==> src/rtl/ir_frame_receiver.sv <==
// Pulse-distance (NEC-style) IR frame decoder with timed phases,
// leader validation, timeout abort and a valid/ack frame handoff.
module ir_frame_receiver #(
    parameter int unsigned BITS       = 32,
    parameter bit          LSB_FIRST  = 1'b1,
    parameter int unsigned LEADER_MIN = 9000,
    parameter int unsigned SPACE_MIN  = 4000,
    parameter int unsigned BIT_THRESH = 1100,
    parameter int unsigned TIMEOUT    = 20000,
    localparam int         CW         = $clog2(BITS + 1),
    localparam int         TW         = $clog2(TIMEOUT + 1)
) (
    input  logic            clk,
    input  logic            reset,
    input  logic            ir_in,
    input  logic            data_ack,
    output logic [BITS-1:0] data_out,
    output logic            data_valid,
    output logic            overrun,
    output logic            frame_err,
    output logic            busy,
    output logic [CW-1:0]   bit_cnt
);

    typedef enum logic [2:0] {
        IDLE,
        LEAD_MARK,
        LEAD_SPACE,
        BIT_MARK,
        BIT_SPACE
    } state_t;

    state_t          state;
    logic            s1;
    logic            ir_s;
    logic            ir_d;
    logic [TW-1:0]   timer;
    logic [BITS-1:0] sr;
    logic            done;

    logic            fall;
    logic            rise;
    logic            timeout;
    logic            lead_ok;
    logic            space_ok;
    logic            bit_val;
    logic            last_bit;

    // Edges of the synchronised line and phase-length decisions.
    always_comb begin
        fall     = ir_d & ~ir_s;
        rise     = ~ir_d & ir_s;
        timeout  = (timer == TW'(TIMEOUT));
        lead_ok  = (32'(timer) >= LEADER_MIN);
        space_ok = (32'(timer) >= SPACE_MIN);
        bit_val  = (32'(timer) > BIT_THRESH);
        last_bit = (bit_cnt == CW'(BITS - 1));
    end

    // Insert one decoded bit at the end that matches the bit order.
    function automatic logic [BITS-1:0] shift_in(
        input logic [BITS-1:0] v,
        input logic            b
    );
        logic [BITS-1:0] r;
        if (LSB_FIRST) begin
            r         = v >> 1;
            r[BITS-1] = b;
        end else begin
            r    = v << 1;
            r[0] = b;
        end
        return r;
    endfunction

    // Two-flop synchroniser plus a delayed copy for edge detection.
    always_ff @(posedge clk or negedge reset) begin
        if (!reset) begin
            s1   <= 1'b1;
            ir_s <= 1'b1;
            ir_d <= 1'b1;
        end else begin
            s1   <= ir_in;
            ir_s <= s1;
            ir_d <= ir_s;
        end
    end

    // Phase timer: restarts on every edge, saturates at the abort limit.
    always_ff @(posedge clk or negedge reset) begin
        if (!reset) begin
            timer <= '0;
        end else if (fall || rise) begin
            timer <= '0;
        end else if (!timeout) begin
            timer <= timer + TW'(1);
        end
    end

    // Frame state machine: leader check, bit capture, timeout abort.
    always_ff @(posedge clk or negedge reset) begin
        if (!reset) begin
            state     <= IDLE;
            bit_cnt   <= '0;
            sr        <= '0;
            done      <= 1'b0;
            frame_err <= 1'b0;
            busy      <= 1'b0;
        end else begin
            frame_err <= 1'b0;
            done      <= 1'b0;
            if (state != IDLE && timeout) begin
                frame_err <= 1'b1;
                state     <= IDLE;
                bit_cnt   <= '0;
                sr        <= '0;
                busy      <= 1'b0;
            end else begin
                unique case (state)
                    IDLE: begin
                        if (fall) begin
                            state <= LEAD_MARK;
                            busy  <= 1'b1;
                        end
                    end
                    LEAD_MARK: begin
                        if (rise) begin
                            if (lead_ok) begin
                                state <= LEAD_SPACE;
                            end else begin
                                state <= IDLE;
                                busy  <= 1'b0;
                            end
                        end
                    end
                    LEAD_SPACE: begin
                        if (fall) begin
                            if (space_ok) begin
                                state   <= BIT_MARK;
                                bit_cnt <= '0;
                                sr      <= '0;
                            end else begin
                                state <= IDLE;
                                busy  <= 1'b0;
                            end
                        end
                    end
                    BIT_MARK: begin
                        if (rise) begin
                            state <= BIT_SPACE;
                        end
                    end
                    BIT_SPACE: begin
                        if (fall) begin
                            sr <= shift_in(sr, bit_val);
                            if (last_bit) begin
                                state   <= IDLE;
                                busy    <= 1'b0;
                                bit_cnt <= '0;
                                done    <= 1'b1;
                            end else begin
                                state   <= BIT_MARK;
                                bit_cnt <= bit_cnt + CW'(1);
                            end
                        end
                    end
                    default: begin
                        state   <= IDLE;
                        busy    <= 1'b0;
                        bit_cnt <= '0;
                    end
                endcase
            end
        end
    end

    // Frame handoff: load on completion, flag overrun, clear on ack.
    always_ff @(posedge clk or negedge reset) begin
        if (!reset) begin
            data_out   <= '0;
            data_valid <= 1'b0;
            overrun    <= 1'b0;
        end else if (done) begin
            if (!data_valid || data_ack) begin
                data_out   <= sr;
                data_valid <= 1'b1;
                if (data_ack) begin
                    overrun <= 1'b0;
                end
            end else begin
                overrun <= 1'b1;
            end
        end else if (data_ack && data_valid) begin
            data_valid <= 1'b0;
            overrun    <= 1'b0;
        end
    end

endmodule

==> config.mk <==
export PLATFORM = sky130hd
export DESIGN_NAME = ir_frame_receiver
export DESIGN_NICKNAME = d
export VERILOG_FILES = /design/src/rtl/ir_frame_receiver.sv
export SDC_FILE = /design/constraint.sdc
export NUM_CORES = 1
export LEC_CHECK = 0
export ABC_AREA = 0
export CAP_MARGIN = 20
export CORE_UTILIZATION = 45
export CTS_CLUSTER_DIAMETER = 80
export DETAILED_ROUTE_END_ITERATION = 10
export PLACE_DENSITY_LB_ADDON = 0.12
export SYNTH_ARGS = -nofsm -noshare
export SYNTH_HDL_FRONTEND = slang
export SYNTH_SLANG_ARGS = --single-unit
==> constraint.sdc <==
create_clock -name clk -period 6.94 [get_ports clk]
set_clock_uncertainty 0.2 [all_clocks]
set_input_delay 1.388 -clock clk [delete_from_list [all_inputs] [get_ports clk]]
set_output_delay 1.388 -clock clk [all_outputs]
set_load 0.01 [all_outputs]
==> summary.md, run 1 <==
| Metric | Value |
|---|---|
| Aggregate routed wire length | 7.85 mm |
| Count of buffer and inverter cells on the critical path | 1 |
| Final-layout worst hold slack | 0.172 ns |
| P_leak | 2.27 nW |
| Fraction of final layout cells with drive strength greater than 1 | 17.6% |
| Total via count after detailed routing | 2,826 |
| Vertical die dimension | 98.9 um |
| Total gr overflow | 0 |
| Number of iterations in the first detailed-routing pass | 4 |
| Count of flip-flops with a built-in enable after synthesis | 0 |
| Total setup buffers inserted after CTS | 0 |
| Register-to-Register Path Depth | 7 |
| Crit path launch type | register |
| Synthesized net count | 357 |
| Global-route wire length before repair | 13.6 mm |
| Data arrival time at the worst-slack endpoint | 1.37 ns |
| Clock latency on the worst-skew pair | 0.36 ns |
| WS Path Type | register to primary output |
| Startpoint of the worst-slack reg-to-reg timing path | timer[0]$_DFFE_PN0P_ |
| Initial core utilization | 47.5% |
| Gate count of the mapped netlist | 348 |
| Maximum number of pins on one net before global-route repair | 74 |
| Number of hold buffers added after cts | 0 |
| Crit-path leading delay family | buffers and inverters |
| #FFs+latches synth | 96 |
| Initial antenna violation count | 0 |
| Routed vias/inst | 5.64 |
| CP Max Fanout | 5 |
| Overall Power | 0.00102 W |
| Critical Path Sink Type | primary output |
| Growth of design area from synthesis to finish | 17.1% |
| FFs w/ async S/R, synth | 100% |
| DIE WIDTH | 98.9 um |
| Die area | 9780 um2 |
| Shortest clock period the worst path allows after layout | 2.96 ns |
| Startpoint of the worst setup timing path | bit_cnt[3]$_DFFE_PN0P_ |
| Number of buffers on the longest clock path | 2 |
| Ratio of final minimum period to clock period | 42.6% |
| Transition time of the tightest slew-check pin | 0.880 ns |
| Total clock buffers created by CTS | 9 |
| Logic depth of the worst path, buffers included | 1 |
| Port Buffer Count | 45 |
| Final weighted congestion of routability-driven global placement | 0.834 |
| Via count of the first global-routing pass | 2,733 |
| # nets final | 397 |
| Number of DRC violations after detailed-routing iteration 0 | 131 |
| Ratio of total power to cell area | 206 nW/um2 |
| Critical path cell sequence | clkdlybuf4s50_1 |
| Clk root buf | sky130_fd_sc_hd__clkbuf_8 |
| Sequential area share after synthesis | 56.9% |
| Pins over their slew limit | 0 |
| Worst-case vdd ir drop | 0.0942 mV |
| PostCTS Resize Cnt | 0 |
| Total number of placement rows | 34 |
| Endpoint of the worst setup timing path | bit_cnt[3] |
| Worst endpoint required time | 5.35 ns |
| Unique masters post-synth | 57 |
| Delay of the slowest cell on the worst path | 0.57 ns |
| Total placed cells including tap cells | 485 |
| Deepest level of the CTS H-tree | 3 |
| Post-synthesis instance area | 4230 um2 |
| Met2 capacity usage during global routing | 27.1% |
| Cell with the largest stage delay on the worst path | sky130_fd_sc_hd__clkdlybuf4s50_1 |
| Final Hold Viols | 0 |
| Number of sinks driven by the clock tree | 96 |
| Number of setup violations in the final report | 0 |
| Capture instance of the worst register-to-register path | bit_cnt[3]$_DFFE_PN0P_ |
| Reported max-cap violation count | 0 |
| Number of remaining DRC errors | 0 |
| Most instantiated flip-flop cell in the synthesis netlist | sky130_fd_sc_hd__dfrtp_1 |
| Antenna-violating nets left | 0 |
| Final TNS setup | 0 ns |
| Clock transition at the registers of the reported paths | 0.10 ns |
| Worst R2R Setup Slack | 4.29 ns |
| Clock tree from TritonCTS | built |
| Routed wire per std cell | 15.7 um |
| Worst hold-check path type | register to register |
| Average size of a mapped cell | 12.1 um2 |
| All-layer global routing usage | 17.4% |
| Relative slew margins | 41.3% |
| Met1 Usage GRT | 24.7% |
| Met3 usage | 2.41% |
| RSZ-0062 raised after global routing | no |
| ANT cells | 0 |
| Post-DP HPWL | 5.18 mm |
| Outcome | completed |
| Global-route layer with the greatest usage | met2 |
| Filler-free cell count of the finished design | 501 |
| Placeable Area | 8890 um2 |
| Boundary pin count | 46 |
| Maximum clock frequency | 338 MHz |
| Yosys warning count | 0 |
cells by family (layout without fill, tap and decap cells):
family / after synthesis / after routing / synth area share, %
AND/OR/NAND/NOR: 100 / 100 / 13.7
buffers and inverters: 31 / 76 / 3.11
XOR/XNOR: 13 / 13 / 2.69
AO/OA/AOI/OAI: 69 / 69 / 13.1
flip-flops: 96 / 96 / 56.9
multiplexers: 33 / 33 / 8.79
adder cells (fa/ha/maj): 6 / 6 / 1.72
power breakdown:
group / internal [W] / switching (W) / leakage [nW] / total, W
clock network: 0.000138 / 0.000212 / 0.0909 / 0.000350
logic: 0.0000293 / 0.0000563 / 0.861 / 0.0000856
registers: 0.000569 / 0.0000151 / 1.32 / 0.000584
total: 0.000736 / 0.000283 / 2.27 / 0.00102
stage by stage:
stage	area (um2)	setup WS (ns)	util, %
2_1_floorplan	4230	4.24	-
3_3_place_gp	4760	3.82	53.5
3_5_place_dp	4760	3.77	53.5
4_1_cts	4950	3.96	55.7
5_1_grt	4950	3.91	55.7
6_report	4950	3.98	55.7
final cells by class:
cell class / count / area (um2)
sequential: 96 / 2410
multi-input combinational: 221 / 1700
timing repair buffer: 49 / 478
clock inverter: 7 / 65.1
fill: 799 / 3940
clock buffer: 9 / 124
tap: 108 / 135
inverter: 11 / 41.3
how the worst min path moves through the flow:
stage,startpoint,end,slack [ns],depth (start not counted)
floorplan,s1$_DFF_PN1_,ir_s$_DFF_PN1_,0.15,0
global placement,s1$_DFF_PN1_,ir_s$_DFF_PN1_,0.16,0
detailed placement,s1$_DFF_PN1_,ir_s$_DFF_PN1_,0.16,0
CTS,s1$_DFF_PN1_,ir_s$_DFF_PN1_,0.17,0
global route,s1$_DFF_PN1_,ir_s$_DFF_PN1_,0.18,0
finish,s1$_DFF_PN1_,ir_s$_DFF_PN1_,0.17,0
cell usage in the layout (no fill, tap or decap), types with 3 or more instances in the layout:
cell,instances
sky130_fd_sc_hd__nor3_1,7
sky130_fd_sc_hd__a211o_1,3
sky130_fd_sc_hd__nand2_1,19
sky130_fd_sc_hd__and2_1,13
sky130_fd_sc_hd__a21oi_1,7
sky130_fd_sc_hd__nor2b_1,3
sky130_fd_sc_hd__or2_2,3
sky130_fd_sc_hd__mux2_2,33
sky130_fd_sc_hd__xor2_1,4
sky130_fd_sc_hd__o21ai_0,6
sky130_fd_sc_hd__nand3_1,5
sky130_fd_sc_hd__buf_4,5
sky130_fd_sc_hd__clkbuf_8,9
sky130_fd_sc_hd__nand4_1,6
sky130_fd_sc_hd__ha_1,5
sky130_fd_sc_hd__nor2_1,18
sky130_fd_sc_hd__xnor2_1,9
sky130_fd_sc_hd__a22o_1,33
sky130_fd_sc_hd__nor4_1,4
sky130_fd_sc_hd__o31ai_1,3
sky130_fd_sc_hd__dfrtp_1,93
sky130_fd_sc_hd__and4_1,3
sky130_fd_sc_hd__clkdlybuf4s50_1,44
sky130_fd_sc_hd__inv_1,11
sky130_fd_sc_hd__dfstp_2,3
per-layer routing:
layer	wire length, um	part of all wire, %
met1	3880	49
met5	0	0
met4	106	1.4
met3	240	3.1
met2	3620	46
state kept, by name, indices dropped and copies added, names as in the netlist:
signal,flops
overrun,1
busy,1
data_out,32
bit_cnt,6
ir_s,1
ir_d,1
state,3
data_valid,1
sr,32
timer,15
s1,1
done,1
frame_err,1
synth_stat cells (7+ instances only):
library cell	instances	area (um2)
sky130_fd_sc_hd__nand2_1	19	71.3
sky130_fd_sc_hd__xnor2_1	9	78.8
sky130_fd_sc_hd__and2_1	13	81.3
sky130_fd_sc_hd__inv_1	11	41.3
sky130_fd_sc_hd__a22o_1	33	289
sky130_fd_sc_hd__mux2_2	33	372
sky130_fd_sc_hd__nor2_1	18	67.6
sky130_fd_sc_hd__a21oi_1	7	35.0
sky130_fd_sc_hd__dfrtp_1	93	2330
sky130_fd_sc_hd__nor3_1	7	35.0
sky130_fd_sc_hd__buf_2	10	50.1
Note: power is estimated with default switching activity, not from simulation.
==> run 2: changes to the inputs <==
- clock period: 6.94 -> 2.5 ns (I/O delays scaled with it)
==> run 2 against run 1 <==
Compared with the run above: register-to-register slack got worse by 4.1 ns; count of clock-buffer cells in the layout increased by 1; final cell count increased by 1.8%; final area increased by 1.7%; critical path depth increased by 7; sequential share of layout area decreased by 0.82 points; global-route usage increased by 0.32 points; routed wire length increased by 1.8%; core utilization increased by 0.96 points; first-iteration DRC count increased by 25%; critical path type is now register to register; largest cell class unchanged; largest power group unchanged.
==> summary.md, run 2 (synthesis results as in run 1) <==
| Metric | Value |
|---|---|
| # nets final | 406 (+2.3%) |
| Internal Pwr Total | 0.00205 W (+180%) |
| Share of total power consumed by net switching | 27.1% (-0.75 points) |
| Initial antenna violation count | 0 (unchanged) |
| WS Path Type | register to register |
| Switching power | 0.000760 W (+170%) |
| Worst-case vdd ir drop | 0.233 mV (+150%) |
| Outcome | completed |
| Pins over their slew limit | 0 (unchanged) |
| Data arrival time at the worst-slack endpoint | 2.39 ns (+1.02 ns) |
| PostCTS Resize Cnt | 0 (unchanged) |
| Total clock buffers created by CTS | 9 (unchanged) |
| Fraction of final layout cells with drive strength greater than 1 | 18.9% (+1.3 points) |
| Aggregate routed wire length | 7.99 mm (+1.8%) |
| Critical Path Sink Type | register |
| Critical path cell sequence | inv_1 -> ha_1 -> nor4bb_1 -> and4_1 -> buf_4 -> nor3_4 -> buf_4 -> a22o_1 |
| Endpoint of the worst setup timing path | sr[23]$_DFFE_PN0P_ |
| Via count of the first global-routing pass | 2,794 (+2.2%) |
| Routed vias/inst | 5.54 (-1.8%) |
| Startpoint of the worst setup timing path | timer[0]$_DFFE_PN0P_ |
| Ratio of total power to cell area | 558 nW/um2 (+170%) |
| Final TNS setup | 0 ns (unchanged) |
| Design Area, Final | 5030 um2 (+1.7%) |
| Clock latency on the worst-skew pair | 0.36 ns (about the same) |
| Worst endpoint required time | 2.55 ns (-2.80 ns) |
| Reported max-cap violation count | 0 (unchanged) |
| Boundary pin count | 46 (unchanged) |
| ANT cells | 0 (unchanged) |
| Ratio of final minimum period to clock period | 93.5% |
| Die area | 9780 um2 (unchanged) |
| Final Worst Setup Slack | 0.163 ns (-3.82 ns) |
| Final weighted congestion of routability-driven global placement | 0.872 (+4.6%) |
| Filler-free cell count of the finished design | 510 (+1.8%) |
| RSZ-0062 raised after global routing | no |
| Total gr overflow | 0 (unchanged) |
| Share of power burned in registers | 57.0% (-0.3 points) |
| Antenna-violating nets left | 0 (unchanged) |
| Transition time of the tightest slew-check pin | 0.517 ns (-0.364 ns) |
| Worst hold-check path type | register to register |
| Number of sinks driven by the clock tree | 96 (unchanged) |
| Number of iterations in the first detailed-routing pass | 4 (unchanged) |
| Shortest clock period the worst path allows after layout | 2.34 ns |
| CP Max Fanout | 32 (+27) |
| Clk root buf | sky130_fd_sc_hd__clkbuf_8 |
| Post-DP HPWL | 5.34 mm (+3.1%) |
| Global-route wire length before repair | 13.6 mm (-0.25%) |
| Cell with the largest stage delay on the worst path | sky130_fd_sc_hd__dfrtp_1 |
| Routed wire per std cell | 15.7 um (about the same) |
| Maximum number of pins on one net before global-route repair | 76 (+2.7%) |
| Most common cell after layout, fill and taps aside | sky130_fd_sc_hd__dfrtp_1 |
| Clock tree from TritonCTS | built |
| Regs by FF count | data_out x32, sr x32, timer x15 |
| Register-to-Register Path Depth | 8 (+1) |
| Number of buffers on the longest clock path | 2 (unchanged) |
| Relative slew margins | 65.3% (+24 points) |
| Total placed cells including tap cells | 492 (+1.4%) |
| Startpoint of the worst-slack reg-to-reg timing path | timer[0]$_DFFE_PN0P_ |
| Worst R2R Setup Slack | 0.16 ns (-4.13 ns) |
| Delay of the slowest cell on the worst path | 0.44 ns (-0.13 ns) |
| Deepest level of the CTS H-tree | 3 (unchanged) |
| Final Util | 56.6% (+0.96 points) |
| Worst path most repeated cell | sky130_fd_sc_hd__buf_4 |
| Clock network fraction of total power | 33.0% (-1.3 points) |
| Vertical die dimension | 98.9 um (unchanged) |
| Placeable Area | 8890 um2 (unchanged) |
| Growth of design area from synthesis to finish | 19.2% |
| Number of remaining DRC errors | 0 (unchanged) |
| Total via count after detailed routing | 2,825 (-0.035%) |
| Final Hold Viols | 0 (unchanged) |
| P_leak | 2.31 nW (+2.0%) |
| Number of setup violations in the final report | 0 (unchanged) |
| Capture instance of the worst register-to-register path | sr[23]$_DFFE_PN0P_ |
| Most frequent cells in the layout | 93 x sky130_fd_sc_hd__dfrtp_1, 44 x sky130_fd_sc_hd__clkdlybuf4s50_1, 33 x sky130_fd_sc_hd__mux2_2, 33 x sky130_fd_sc_hd__a22o_1, 19 x sky130_fd_sc_hd__nand2_1 |
| All-layer global routing usage | 17.7% (+0.32 points) |
| Worst setup slack after placement | 0.150 ns (-3.62 ns) |
| Maximum clock frequency | 428 MHz |
| Part of the power in combinational logic | 9.9% (+1.5 points) |
| Port Buffer Count | 45 (unchanged) |
| Total number of placement rows | 34 (unchanged) |
| Crit path launch type | register |
| Clock transition at the registers of the reported paths | 0.09 ns (about the same) |
| Placed inst area | 4840 um2 (+1.6%) |
| DIE WIDTH | 98.9 um (unchanged) |
| Number of DRC violations after detailed-routing iteration 0 | 164 (+25%) |
| Initial core utilization | 47.5% (unchanged) |
run 2: changes by cell type in the layout (fill, tap and decap cells not counted), sizes merged:
cell         delta
buf             +8
clkbuf          +1
clkinv          -1
clkinvlp        +1
dlygate4sd3     +1
inv             -1
run 2: what timing repair did:
item / 4_1_cts / 5_1_grt
hold buffers: 1 / 0
endpoints found under the hold margin: 21 / 0
buffers inserted: 0 / 1
endpoints found under the setup margin: 0 / 1
run 2: worst min-delay path by stage:
stage,startpoint,to,depth (start not counted)
after CTS,s1$_DFF_PN1_,ir_s$_DFF_PN1_,0
after global routing,s1$_DFF_PN1_,ir_s$_DFF_PN1_,0
final,s1$_DFF_PN1_,ir_s$_DFF_PN1_,0
after global placement,s1$_DFF_PN1_,ir_s$_DFF_PN1_,0
after detailed placement,s1$_DFF_PN1_,ir_s$_DFF_PN1_,0
after floorplan,reset,bit_cnt[0]$_DFFE_PN0P_,0
run 2: power groups by stage:
stage | combinational [W] | clock (W) | sequential, W
global route | 0.000310 | 0.00104 | 0.00161
floorplan | 0.000169 | 0 | 0.00162
CTS | 0.000282 | 0.000970 | 0.00160
global placement | 0.000278 | 0 | 0.00163
finish | 0.000279 | 0.000927 | 0.00160
detailed placement | 0.000280 | 0 | 0.00163
run 2: per-stage QoR:
| step | power (W) | hold WS [ns] |
|---|---|---|
| 2_1_floorplan | 0.00179 | 0.00441 |
| 3_3_place_gp | 0.00191 | 0.154 |
| 3_5_place_dp | 0.00191 | 0.154 |
| 4_1_cts | 0.00285 | 0.169 |
| 5_1_grt | 0.00295 | 0.172 |
| 6_report | 0.00281 | 0.168 |
run 2: layout make-up:
type                            instances  area, um2
Fill cell                             737       3860
Sequential cell                        96       2410
Multi-Input combinational cell        221       1700
Timing Repair Buffer                   58        573
Tap cell                              108        135
Clock buffer                           10        128
Clock inverter                          6       51.3
Inverter                               11       41.3
run 2: critical path: cells and delay by family, from the launching register on:
kind                     cells  cell delay (ns)
flip-flops                   1             0.44
AND/OR/NAND/NOR              3             0.65
adder cells (fa/ha/maj)      1             0.17
AO/OA/AOI/OAI                1             0.27
buffers and inverters        3             0.48
run 2: layer usage:
metal,GRT usage [%],part of all wire [%],vias to the layer above
li1,-,-,1362
met5,0,0,-
met3,4.40,3.9,13
met1,24.8,48,1388
met2,26.5,46,62
met4,7.12,1.6,0
